<file path="src/rtl/gray_code_counter.sv">
// -----------------------------------------------------------------------------
// gray_code_counter
//
// Free-running, parameterised Gray-code counter. A binary register holds the
// count. The Gray-coded output is held in its own register, loaded on the same
// edge from the next binary value. As a result, out is never a combinational
// decode. It is glitch-free for asynchronous samplers and clock-domain
// crossings, and exactly one bit of out changes per enabled step, including at
// wrap-around.
//
// Parameters
//   width  counter/output width in bits, legal range 2..32 (default 8)
//
// Ports
//   clk    input         rising-edge clock
//   reset  input         asynchronous, active-low reset; clears everything
//   en     input         count enable, sampled on the rising edge of clk
//   clr    input         synchronous clear, has priority over en
//   out    output [w-1:0] registered Gray-code count
//   bin    output [w-1:0] registered binary equivalent of out
//   wrap   output        registered; one-cycle pulse when the count wraps to 0
// -----------------------------------------------------------------------------
module gray_code_counter #(
    parameter int width = 8
) (
    input  logic             clk,
    input  logic             reset,
    input  logic             en,
    input  logic             clr,
    output logic [width-1:0] out,
    output logic [width-1:0] bin,
    output logic             wrap
);

    logic [width-1:0] b_q;
    logic [width-1:0] b_next;
    logic [width-1:0] gray_next;
    logic             wrap_next;

    // Next-state selection: clear beats enable, and enable beats hold.
    always_comb begin
        // NOTE: every signal gets a default first, so no path leaves it
        // unassigned and no latch is inferred.
        b_next    = b_q;
        wrap_next = 1'b0;
        if (clr) begin
            b_next = '0;
        end else if (en) begin
            b_next    = b_q + 1'b1;
            // The terminal count is about to roll over to zero.
            wrap_next = (b_q == {width{1'b1}});
        end
    end

    // Gray-encode the next value so out is loaded from a register.
    // It is never decoded from b_q after the edge.
    assign gray_next = b_next ^ (b_next >> 1);

    // NOTE: sequential state uses non-blocking assignments only, so every
    // register samples the pre-edge values of its inputs.
    always_ff @(posedge clk or negedge reset) begin
        if (!reset) begin
            b_q  <= '0;
            out  <= '0;
            wrap <= 1'b0;
        end else begin
            b_q  <= b_next;
            out  <= gray_next;
            wrap <= wrap_next;
        end
    end

    assign bin = b_q;

endmodule

</file>
<file path="config.mk">
export PLATFORM = sky130hd
export DESIGN_NAME = gray_code_counter
export DESIGN_NICKNAME = d
export VERILOG_FILES = /design/src/rtl/gray_code_counter.sv
export SDC_FILE = /design/constraint.sdc
export NUM_CORES = 1
export LEC_CHECK = 0
export CORE_MARGIN = 3
export CORE_UTILIZATION = 41
export DETAILED_ROUTE_END_ITERATION = 7
export PLACE_DENSITY = 0.73
export SLEW_MARGIN = 0
export SYNTH_ARGS = -nofsm -noshare
export SYNTH_HDL_FRONTEND = slang
export SYNTH_SLANG_ARGS = --single-unit
</file>
<file path="constraint.sdc">
create_clock -name clk -period 1.3 [get_ports clk]
set_input_delay 0.26 -clock clk [delete_from_list [all_inputs] [get_ports clk]]
set_output_delay 0.26 -clock clk [all_outputs]
set_load 0.005 [all_outputs]
</file>
==> results of run 1 <==
-- per-layer routing --
metal	wire length [µm]	track usage [%]	vias up
li1	-	-	307
met3	71	2.76	4
met5	0	0	-
met1	703	18.3	279
met4	31	7.11	0
met2	802	28.3	18
-- worst reg2reg max path, stage by stage (launching register included) --
cell     delay, ns
dfrtp_1       0.39
ha_2          0.22
nand3_2       0.11
o21a_1        0.23
a211o_1       0.28
a21oi_2       0.13
-- worst max-delay path by stage --
stage / start / end / slack [ns] / cells past startpoint
final: bin[1] / out[5] / -0.14 / 5
after global routing: bin[1] / out[5] / -0.22 / 5
after CTS: bin[1] / out[5] / -0.13 / 5
after detailed placement: en / out[5] / -0.48 / 5
after global placement: en / out[5] / -0.46 / 5
after floorplan: bin[1] / out[4] / -0.15 / 5
-- layout make-up --
type	instances	area [µm²]	share of cell area, %
flip-flops and latches	16	403	34.3
inverters	1	3.75	0.319
repair buffers	44	345	29.4
well taps	24	30.0	2.55
clock buffers	4	26.3	2.23
multi-input cells	43	368	31.3
-- registers in the layout (all words and copies together), names as in the netlist --
register	flops
bin	8
out	7
wrap	1
-- power by group --
group / leakage, nW / internal [mW] / switching, mW
clock: 0.0150 / 0.119 / 0.158
sequential: 0.217 / 0.514 / 0.00756
combinational: 0.378 / 0.0636 / 0.0583
-- timing repair --
action / 4_1_cts / 5_1_grt
hold buffers: 0 / 0
endpoints found under the hold margin: 0 / 0
gates resized for setup: 32 / 11
pin swaps: 3 / 0
buffers inserted: 9 / 1
setup endpoints to repair: 28 / 15
-- cell usage in the layout, fill, tap and decap left out, types with 2 or more instances in the layout --
cell,instances
nor2_2,5
clkbuf_4,3
clkdlybuf4s50_1,2
clkbuf_2,2
dfrtp_2,2
xor2_2,2
dlygate4sd2_1,13
nand2_1,3
xor2_1,4
xnor2_1,3
buf_2,2
buf_4,24
nor3_1,2
nor2_1,5
dfrtp_1,14
-- metrics by stage --
step	setup TNS, ns	power (mW)	setup slack [ns]	hold WS [ns]	instance area, µm²
6_report	-0.681	0.920	-0.136	0.283	1180
2_1_floorplan	-0.272	0.570	-0.150	-0.0356	756
3_3_place_gp	-4.35	0.645	-0.459	0.566	1080
5_1_grt	-1.45	0.963	-0.218	0.301	1180
4_1_cts	-0.716	0.923	-0.130	0.293	1160
3_5_place_dp	-4.55	0.650	-0.477	0.593	1080
-- cell families (layout without fill, tap and decap cells) --
group | count (synthesis) | in the layout | synth area share [%]
adders and majority gates | 1 | 1 | 1.68
and+or+nand+nor | 22 | 22 | 16.1
DFF | 16 | 16 | 53.7
AOI/OAI and AO/OA | 8 | 8 | 7.72
buffers and inverters | 4 | 49 | 2.68
muxes | 1 | 1 | 1.34
xor gates and xnor gates | 11 | 11 | 16.8
==> summary.txt, run 1 <==
STA
  – Relative slew slack: 79.6%
  – Final hold vios: 0
  – Least-Margin Pin Slew: 0.304 ns
  – Final setup margin: -0.136 ns
  – Setup Skew: 0.0163 ns
  – Final min period: 1.44 ns
  – Max Clock Freq: 0.697 GHz
  – Final setup fails: 9
  – Fin. max-slew vios: 0
  – RSZ-0062 raised after global routing: yes
  – Final Cycle Share: 110%

Setup path
  – Peak per-stage delay on the critical path: 0.39 ns
  – Crit-path leading delay family: compound AO/OA/AOI/OAI gates
  – Critical Path Start Type: register
  – CP arrival: 1.65 ns
  – Crit Path Max Fanout: 4
  – Reg2reg end: out[5]
  – R2r setup slk: -0.14 ns
  – Crit path buf inv count: 0
  – Worst reg2reg path startpoint: bin[1]
  – Worst R2R Path Depth: 5
  – Critical path required time: 1.51 ns
  – Crit path capture type: register
  – Slowest cell on crit path: dfrtp_1
  – Crit Path Class: reg -> reg
  – Worst-path cell chain: ha_2 > nand3_2 > o21a_1 > a211o_1 > a21oi_2

Logic synthesis
  – Largest cells by area after synthesis: dfrtp_1, xor2_1, nor2_1
  – Primary FF master, synth: dfrtp_1
  – Gate Count Post-Synth: 63
  – Ys async rst share: 100%
  – Syn Area/Cell: 11.8 µm²
  – Mapped Area: 746 µm²
  – Syn. warnings: 0
  – Number of synthesized flops with an enable pin: 0
  – Share of Yosys cell area claimed by the top area cell type: 53.7%
  – Register area share after synthesis: 53.7%
  – Yosys reg bits: 16
  – Top cells by count, synth: dfrtp_1, nor2_1, xor2_1
  – Count of cell types in the netlist: 27
  – Post-synthesis net count: 68
  – Cell taking the most area after synthesis: dfrtp_1
  – Most frequent cell after synthesis: dfrtp_1

Global route
  – Largest net degree at the start of global routing: 17
  – Global Route Usage Sum: 15.8%
  – Initial antenna violation count: 0
  – Vias in the first global route: 673
  – Total global routing overflow: 0
  – First-pass GRT wire length: 2930 µm

Clock tree
  – Latest clock arrival within the worst-skew pair: 0.29 ns
  – Clock transition at the registers of the reported paths: 0.11 ns
  – H-tree Lvls: 1
  – Max clock buf depth: 2
  – TritonCTS clock tree: done
  – CTS root buf: clkbuf_4
  – Clk sinks: 16
  – TritonCTS buffer count: 3

Floorplan
  – Die area: 2370 µm²
  – FP Rows: 14
  – Initial Util: 46.3%
  – Die X: 48.6 µm
  – Core area: 1610 µm²
  – Die height: 48.6 µm
  – I/O pin cnt: 21

Placement
  – IO buf count: 20
  – DP HPWL: 1180 µm
  – Cell count after placement: 119
  – GPL Wtd Cong: 0.820

Drt
  – DR iter-0 viols: 9
  – Avg WL per Cell: 12.2 µm
  – Vias: 608
  – Via/cell ratio: 4.61
  – DRT Pass-1 Iters: 2
  – DRT Wirelength: 1610 µm
  – DRC: 0
  – Final ANT Viol Nets: 0

Cells and area
  – Area Growth Syn to Fin: 57.7%
  – Fraction of final layout cells sized beyond drive strength 1: 45.4%
  – Fill count: 129
  – Finished Layout Cells: 132
  – Layout Utilization: 73.0%
  – Final nets: 114
  – Number of diodes: 0

Job
  – Max-Cap Viols: 0

Outcome
  – Failing checks: setup timing
  – Outcome: finished, violations left

Pwr
  – Worst ir drop on vdd: 0.702 mV
  – Leakage: 0.610 nW
  – PwrDens: 782 nW/µm²

Hold path
  – Min-Delay Path Class: in -> async
Note: power is estimated with default switching activity, not from simulation.
==> run 2: changes to the inputs <==
--- a/config.mk
+++ b/config.mk
@@ -6,9 +6,10 @@
 export NUM_CORES = 1
 export LEC_CHECK = 0
 export CORE_MARGIN = 3
-export CORE_UTILIZATION = 41
+export CORE_UTILIZATION = 43
+export CTS_BUF_LIST = sky130_fd_sc_hd__clkbuf_4 sky130_fd_sc_hd__clkbuf_8
 export DETAILED_ROUTE_END_ITERATION = 7
-export PLACE_DENSITY = 0.73
+export PLACE_DENSITY = 0.76
 export SLEW_MARGIN = 0
 export SYNTH_ARGS = -nofsm -noshare
 export SYNTH_HDL_FRONTEND = slang
==> run 2 against run 1 <==
  * The run still ends with setup timing left
  * Routed wire length rose by 18%
  * Utilization grew 7.6 points
  * Worst hold slack better by 0.0036 ns
  * Combinational power rose by 7%
  * Non-clock buffer count rose by 3
  * Count of clock-buffer cells in the layout stayed put
  * Sequential share of layout area decreased by 2.4 points
  * Largest power group unchanged
  * Highest routed layer unchanged
==> summary.txt, run 2 (synthesis results as in run 1) <==
Outcome
  – Outcome: finished, violations left
  – Failing checks: setup timing

Global route
  – Global Route Usage Sum: 18.8% (+2.9 points)
  – Vias in the first global route: 673 (unchanged)
  – Largest net degree at the start of global routing: 17 (unchanged)
  – Initial antenna violation count: 0 (unchanged)
  – First-pass GRT wire length: 2890 µm (-1.2%)
  – Total global routing overflow: 0 (unchanged)

Clock tree
  – Latest clock arrival within the worst-skew pair: 0.28 ns (about the same)
  – Max clock buf depth: 2 (unchanged)
  – TritonCTS clock tree: done
  – H-tree Lvls: 1 (unchanged)
  – CTS root buf: clkbuf_4
  – TritonCTS buffer count: 3 (unchanged)
  – CTS hold repair buffers: 0 (unchanged)
  – Clk sinks: 16 (unchanged)
  – Clock transition at the registers of the reported paths: 0.09 ns (-0.02 ns)

Floorplan
  – Core area: 1580 µm² (-2.2%)
  – FP Rows: 14 (unchanged)
  – Die area: 2270 µm² (-4.1%)
  – Initial Util: 47.3% (+1.0 points)
  – Die X: 47.6 µm (-2.1%)
  – I/O pin cnt: 21 (unchanged)
  – Die height: 47.6 µm (-2.1%)

Placement
  – IO buf count: 20 (unchanged)
  – Placed Area: 1080 µm² (-0.23%)
  – GPL Wtd Cong: 0.715 (-13%)
  – DP HPWL: 1210 µm (+2.0%)

Setup path
  – Crit path buf inv count: 1 (+1)
  – Worst-path cell chain: buf_6 > nand4_4 > or3_4 > a211o_1 > a21oi_2
  – Critical path required time: 1.52 ns (about the same)
  – Slowest cell on crit path: dfrtp_2
  – Crit path capture type: register
  – Reg2reg end: out[5]
  – Crit Path Class: reg -> reg
  – Peak per-stage delay on the critical path: 0.42 ns (+0.03 ns)
  – Worst reg2reg path startpoint: bin[0]
  – Worst R2R Path Depth: 5 (unchanged)
  – Crit-path leading delay family: simple AND/OR/NAND/NOR gates
  – R2r setup slk: -0.17 ns (-0.03 ns)
  – CP arrival: 1.68 ns (+0.03 ns)
  – Crit Path Max Fanout: 3 (-1)
  – Critical Path Start Type: register

Pwr
  – Leakage: 0.635 nW (+4.0%)
  – Worst ir drop on vdd: 0.766 mV (+9.2%)
  – PwrDens: 775 nW/µm² (-0.88%)
  – Power Total: 985 µW (+7.0%)

Hold path
  – Min-Delay Path Class: in -> async

Cells and area
  – Number of flip-flops under the largest register name: 8 (unchanged)
  – Fraction of final layout cells sized beyond drive strength 1: 53.2% (+7.8 points)
  – Commonest cells after routing, fill and taps aside: buf_4, dfrtp_1, dlygate4sd2_1, clkbuf_2
  – Finished Cell Area: 1270 µm² (+8.0%)
  – Number of diodes: 0 (unchanged)
  – Most common cell after layout, fill and taps aside: buf_4
  – Area Growth Syn to Fin: 70.3%
  – Final nets: 117 (+2.6%)

STA
  – Relative slew slack: 79.7% (about the same)
  – RSZ-0062 raised after global routing: yes
  – Final setup margin: -0.166 ns (-0.0310 ns)
  – Least-Margin Pin Slew: 0.304 ns (+0.000196 ns)
  – Final setup fails: 7 (-2)
  – Fin. max-slew vios: 0 (unchanged)
  – Final Cycle Share: 113% (+2.4 points)
  – Final hold vios: 0 (unchanged)
  – Final min period: 1.47 ns (+0.0310 ns)
  – Hold_ws: 0.286 ns (+0.00361 ns)
  – Setup tns final: -0.642 ns (+0.0384 ns)
  – Setup Skew: 0.00109 ns (-0.0152 ns)
  – Max Clock Freq: 0.682 GHz (-2.1%)

Job
  – Max-Cap Viols: 0 (unchanged)

Drt
  – Final ANT Viol Nets: 0 (unchanged)
  – DRT Wirelength: 1910 µm (+18%)
  – DRC: 0 (unchanged)
  – DR iter-0 viols: 8 (-1)
  – Vias: 664 (+9.2%)
  – DRT Pass-1 Iters: 4 (+2)
  – Avg WL per Cell: 15.0 µm (+23%)
  – Via/cell ratio: 5.23 (+14%)
[run 2: stage by stage]
step | utilization [%] | setup WS [ns] | cells
after detailed placement | 68.5 | -0.519 | 112
final | 80.6 | -0.166 | 127
after global routing | 80.6 | -0.209 | 127
after global placement | 68.5 | -0.459 | 112
after floorplan | - | -0.150 | 63
after CTS | 76.9 | -0.129 | 126
[run 2: worst reg2reg max path, delay by kind of cell (launching register included)]
kind	cells	cell delay, ns
AND/OR/NAND/NOR	2	0.45
AO/OA/AOI/OAI	2	0.42
flip-flops	1	0.42
buffers and inverters	1	0.11
[run 2: final cells by class]
class	count	area, µm²
clock buffer	4	36.3
fill	90	307
inverter	1	3.75
multi-input combinational	43	415
sequential	16	404
tap	16	20.0
timing repair buffer	47	390
[run 2: worst max path at each step]
stage,start,end,slack [ns],cells past startpoint
2_1_floorplan,bin[1],out[4],-0.15,5
3_3_place_gp,en,out[5],-0.46,5
6_report,bin[0],out[5],-0.17,5
4_1_cts,bin[1],out[5],-0.13,5
5_1_grt,bin[0],out[5],-0.21,5
3_5_place_dp,en,out[5],-0.52,5
[run 2: per-layer routing]
layer	vias to the layer above	GRT usage [%]	wire length (µm)	part of all wire, %
li1	312	-	-	-
met1	319	21.2	775	41
met2	25	31.8	1010	53
met3	8	2.26	70	3.7
met4	0	14.5	54	2.8
met5	-	0	0	0
[run 2: what timing repair did]
| action | in CTS | in global routing |
|---|---|---|
| buffers inserted | 10 | 1 |
| resized for setup | 31 | 25 |
| pin swaps | 4 | 7 |
| endpoints found under the setup margin | 28 | 17 |
| cloned | 0 | 0 |
[run 2: power breakdown]
group / internal, mW / leakage (nW) / switching, mW
logic: 0.0703 / 0.398 / 0.0605
clock network: 0.170 / 0.0210 / 0.157
registers: 0.514 / 0.216 / 0.0122
total: 0.755 / 0.635 / 0.230
==> run 3: changes to the inputs <==
--- a/config.mk
+++ b/config.mk
@@ -5,7 +5,6 @@
 export SDC_FILE = /design/constraint.sdc
 export NUM_CORES = 1
 export LEC_CHECK = 0
-export CORE_MARGIN = 3
 export CORE_UTILIZATION = 43
 export CTS_BUF_LIST = sky130_fd_sc_hd__clkbuf_4 sky130_fd_sc_hd__clkbuf_8
 export DETAILED_ROUTE_END_ITERATION = 7
==> run 3 against run 2 <==
  * The flow finishes with violations (DRC, setup timing)
  * Utilization is 1.9 points higher
  * Routed wire length increased by 2.2%
  * Combinational power decreased by 5%
  * Worst setup slack gained 0.026 ns
  * Sequential power decreased by 1%
  * Power fell by 0.32%
  * Clock power is 2% higher
  * Register-to-register slack improved by 0.03 ns
  * Non-clock buffer count grew 2
  * Critical endpoint unchanged
  * Via count fell by 0.60%
==> summary.txt, run 3 (synthesis results as in run 1) <==
Cells and area
  – Number of diodes: 0 (unchanged)
  – Commonest cells after routing, fill and taps aside: buf_4, dfrtp_1, dlygate4sd2_1, buf_6, nor2_1
  – Most common cell after layout, fill and taps aside: buf_4
  – Fraction of final layout cells sized beyond drive strength 1: 56.6% (+3.5 points)
  – Final nets: 119 (+1.7%)
  – Area Growth Syn to Fin: 72.3%
  – Number of flip-flops under the largest register name: 8 (unchanged)
  – Fill count: 93 (+3.3%)

Floorplan
  – Core area: 1560 µm² (-1.1%)
  – FP Rows: 14 (unchanged)
  – Die height: 43.6 µm (-8.4%)
  – Initial Util: 47.8% (+0.53 points)
  – Die X: 43.6 µm (-8.4%)
  – I/O pin cnt: 21 (unchanged)
  – Die area: 1900 µm² (-16%)

Setup path
  – Peak per-stage delay on the critical path: 0.38 ns (-0.04 ns)
  – Crit path capture type: register
  – Worst-path cell chain: buf_4 > nand4_4 > or3_4 > a211o_1 > a21oi_2
  – Crit Path Max Fanout: 3 (unchanged)
  – Worst reg2reg path startpoint: bin[2]
  – Crit-path leading delay family: simple AND/OR/NAND/NOR gates
  – CP arrival: 1.67 ns (about the same)
  – Worst R2R Path Depth: 5 (unchanged)
  – Crit path buf inv count: 1 (unchanged)
  – R2r setup slk: -0.14 ns (+0.03 ns)
  – Slowest cell on crit path: dfrtp_2
  – Reg2reg end: out[5]
  – Crit Path Class: reg -> reg
  – Critical Path Start Type: register
  – WP depth: 5 (unchanged)
  – Critical path required time: 1.53 ns (about the same)

STA
  – Fin. max-slew vios: 0 (unchanged)
  – Least-Margin Pin Slew: 0.393 ns (+0.0889 ns)
  – Final setup fails: 7 (unchanged)
  – Final setup margin: -0.141 ns (+0.0257 ns)
  – Final hold vios: 0 (unchanged)
  – Max Clock Freq: 0.694 GHz (+1.8%)
  – Setup tns final: -0.502 ns (+0.140 ns)
  – Setup Skew: 0.00203 ns (+0.000933 ns)
  – Final min period: 1.44 ns (-0.0257 ns)
  – RSZ-0062 raised after global routing: yes
  – Relative slew slack: 73.7% (-5.9 points)
  – Final Cycle Share: 111% (-2.0 points)

Drt
  – DR iter-0 viols: 14 (+6)
  – Vias: 660 (-0.60%)
  – DRC: 3 (+3)
  – DRT Pass-1 Iters: 6 (+2)
  – Via/cell ratio: 5.12 (-2.1%)
  – DRT Wirelength: 1950 µm (+2.2%)
  – Final ANT Viol Nets: 0 (unchanged)
  – Avg WL per Cell: 15.1 µm (+0.62%)

Pwr
  – Sequential Power Share: 53.1% (-0.4 points)
  – Logic pwr share: 12.7% (-0.6 points)
  – Cell Int Power: 749 µW (-0.87%)
  – Worst ir drop on vdd: 0.739 mV (-3.5%)
  – Power Total: 982 µW (-0.32%)
  – Sw frac: 23.8% (+0.42 points)
  – Clock power share: 34.2% (+1.0 points)
  – Sw Pwr: 233 µW (+1.5%)
  – PwrDens: 764 nW/µm² (-1.5%)
  – Leakage: 0.657 nW (+3.4%)

Global route
  – Total global routing overflow: 0 (unchanged)
  – Largest net degree at the start of global routing: 17 (unchanged)
  – Vias in the first global route: 640 (-4.9%)
  – First-pass GRT wire length: 2880 µm (-0.48%)
  – Global Route Usage Sum: 21.5% (+2.7 points)
  – Initial antenna violation count: 0 (unchanged)

Clock tree
  – TritonCTS clock tree: done
  – TritonCTS buffer count: 3 (unchanged)
  – Clk sinks: 16 (unchanged)
  – Clock transition at the registers of the reported paths: 0.09 ns (about the same)
  – CTS root buf: clkbuf_4
  – H-tree Lvls: 1 (unchanged)
  – Latest clock arrival within the worst-skew pair: 0.29 ns (about the same)
  – Max clock buf depth: 2 (unchanged)

Placement
  – IO buf count: 20 (unchanged)
  – GPL Wtd Cong: 0.703 (-1.8%)
  – DP HPWL: 1170 µm (-2.9%)

Hold path
  – Min-Delay Path Class: in -> async

Outcome
  – Failing checks: DRC, setup timing
  – Outcome: finished, violations left

Job
  – Max-Cap Viols: 0 (unchanged)
run 3: how the worst max path moves through the flow:
stage,start,to,slack [ns]
floorplan,bin[1],out[4],-0.15
global placement,en,out[5],-0.46
detailed placement,en,out[5],-0.49
CTS,bin[0],out[4],-0.11
global route,bin[1],out[4],-0.17
finish,bin[2],out[5],-0.14
run 3: cell type report:
| class | count | area (µm²) | share of cell area (%) |
|---|---|---|---|
| Multi-Input combinational cell | 43 | 425 | 33.1 |
| Inverter | 1 | 3.75 | 0.292 |
| Tap cell | 16 | 20.0 | 1.56 |
| Timing Repair Buffer | 49 | 397 | 30.9 |
| Clock buffer | 4 | 36.3 | 2.82 |
| Sequential cell | 16 | 403 | 31.4 |
run 3: repair_timing:
action | in CTS | in global routing
hold buffers | 0 | 0
pin swaps | 7 | 6
resized for setup | 42 | 22
endpoints found under the hold margin | 0 | 0
endpoints found under the setup margin | 27 | 15
setup buffers | 10 | 3
run 3: through the flow:
step | setup WS, ns | hold slack, ns | instances | instance area, µm² | util [%]
after floorplan | -0.150 | -0.0356 | 63 | 756 | -
after global placement | -0.461 | 0.564 | 113 | 1090 | 69.7
after detailed placement | -0.485 | 0.570 | 113 | 1090 | 69.7
after CTS | -0.107 | 0.284 | 127 | 1220 | 78.6
after global routing | -0.167 | 0.308 | 129 | 1280 | 82.4
final | -0.141 | 0.274 | 129 | 1280 | 82.4
run 3: routing by layer:
metal | global-route usage, % | share of wire [%] | up-vias
met5 | 0 | 0 | -
met3 | 6.25 | 4.6 | 5
met2 | 37.0 | 55 | 20
met4 | 9.38 | 1.9 | 0
met1 | 24.7 | 39 | 328
li1 | - | - | 307
run 3: power by group through the flow:
stage               Clock (mW)  Combinational (mW)  Sequential (mW)
detailed placement           0               0.115            0.536
global placement             0               0.111            0.535
floorplan                    0              0.0313            0.538
finish                   0.335               0.125            0.521
global route             0.359               0.136            0.523
CTS                      0.338               0.120            0.522
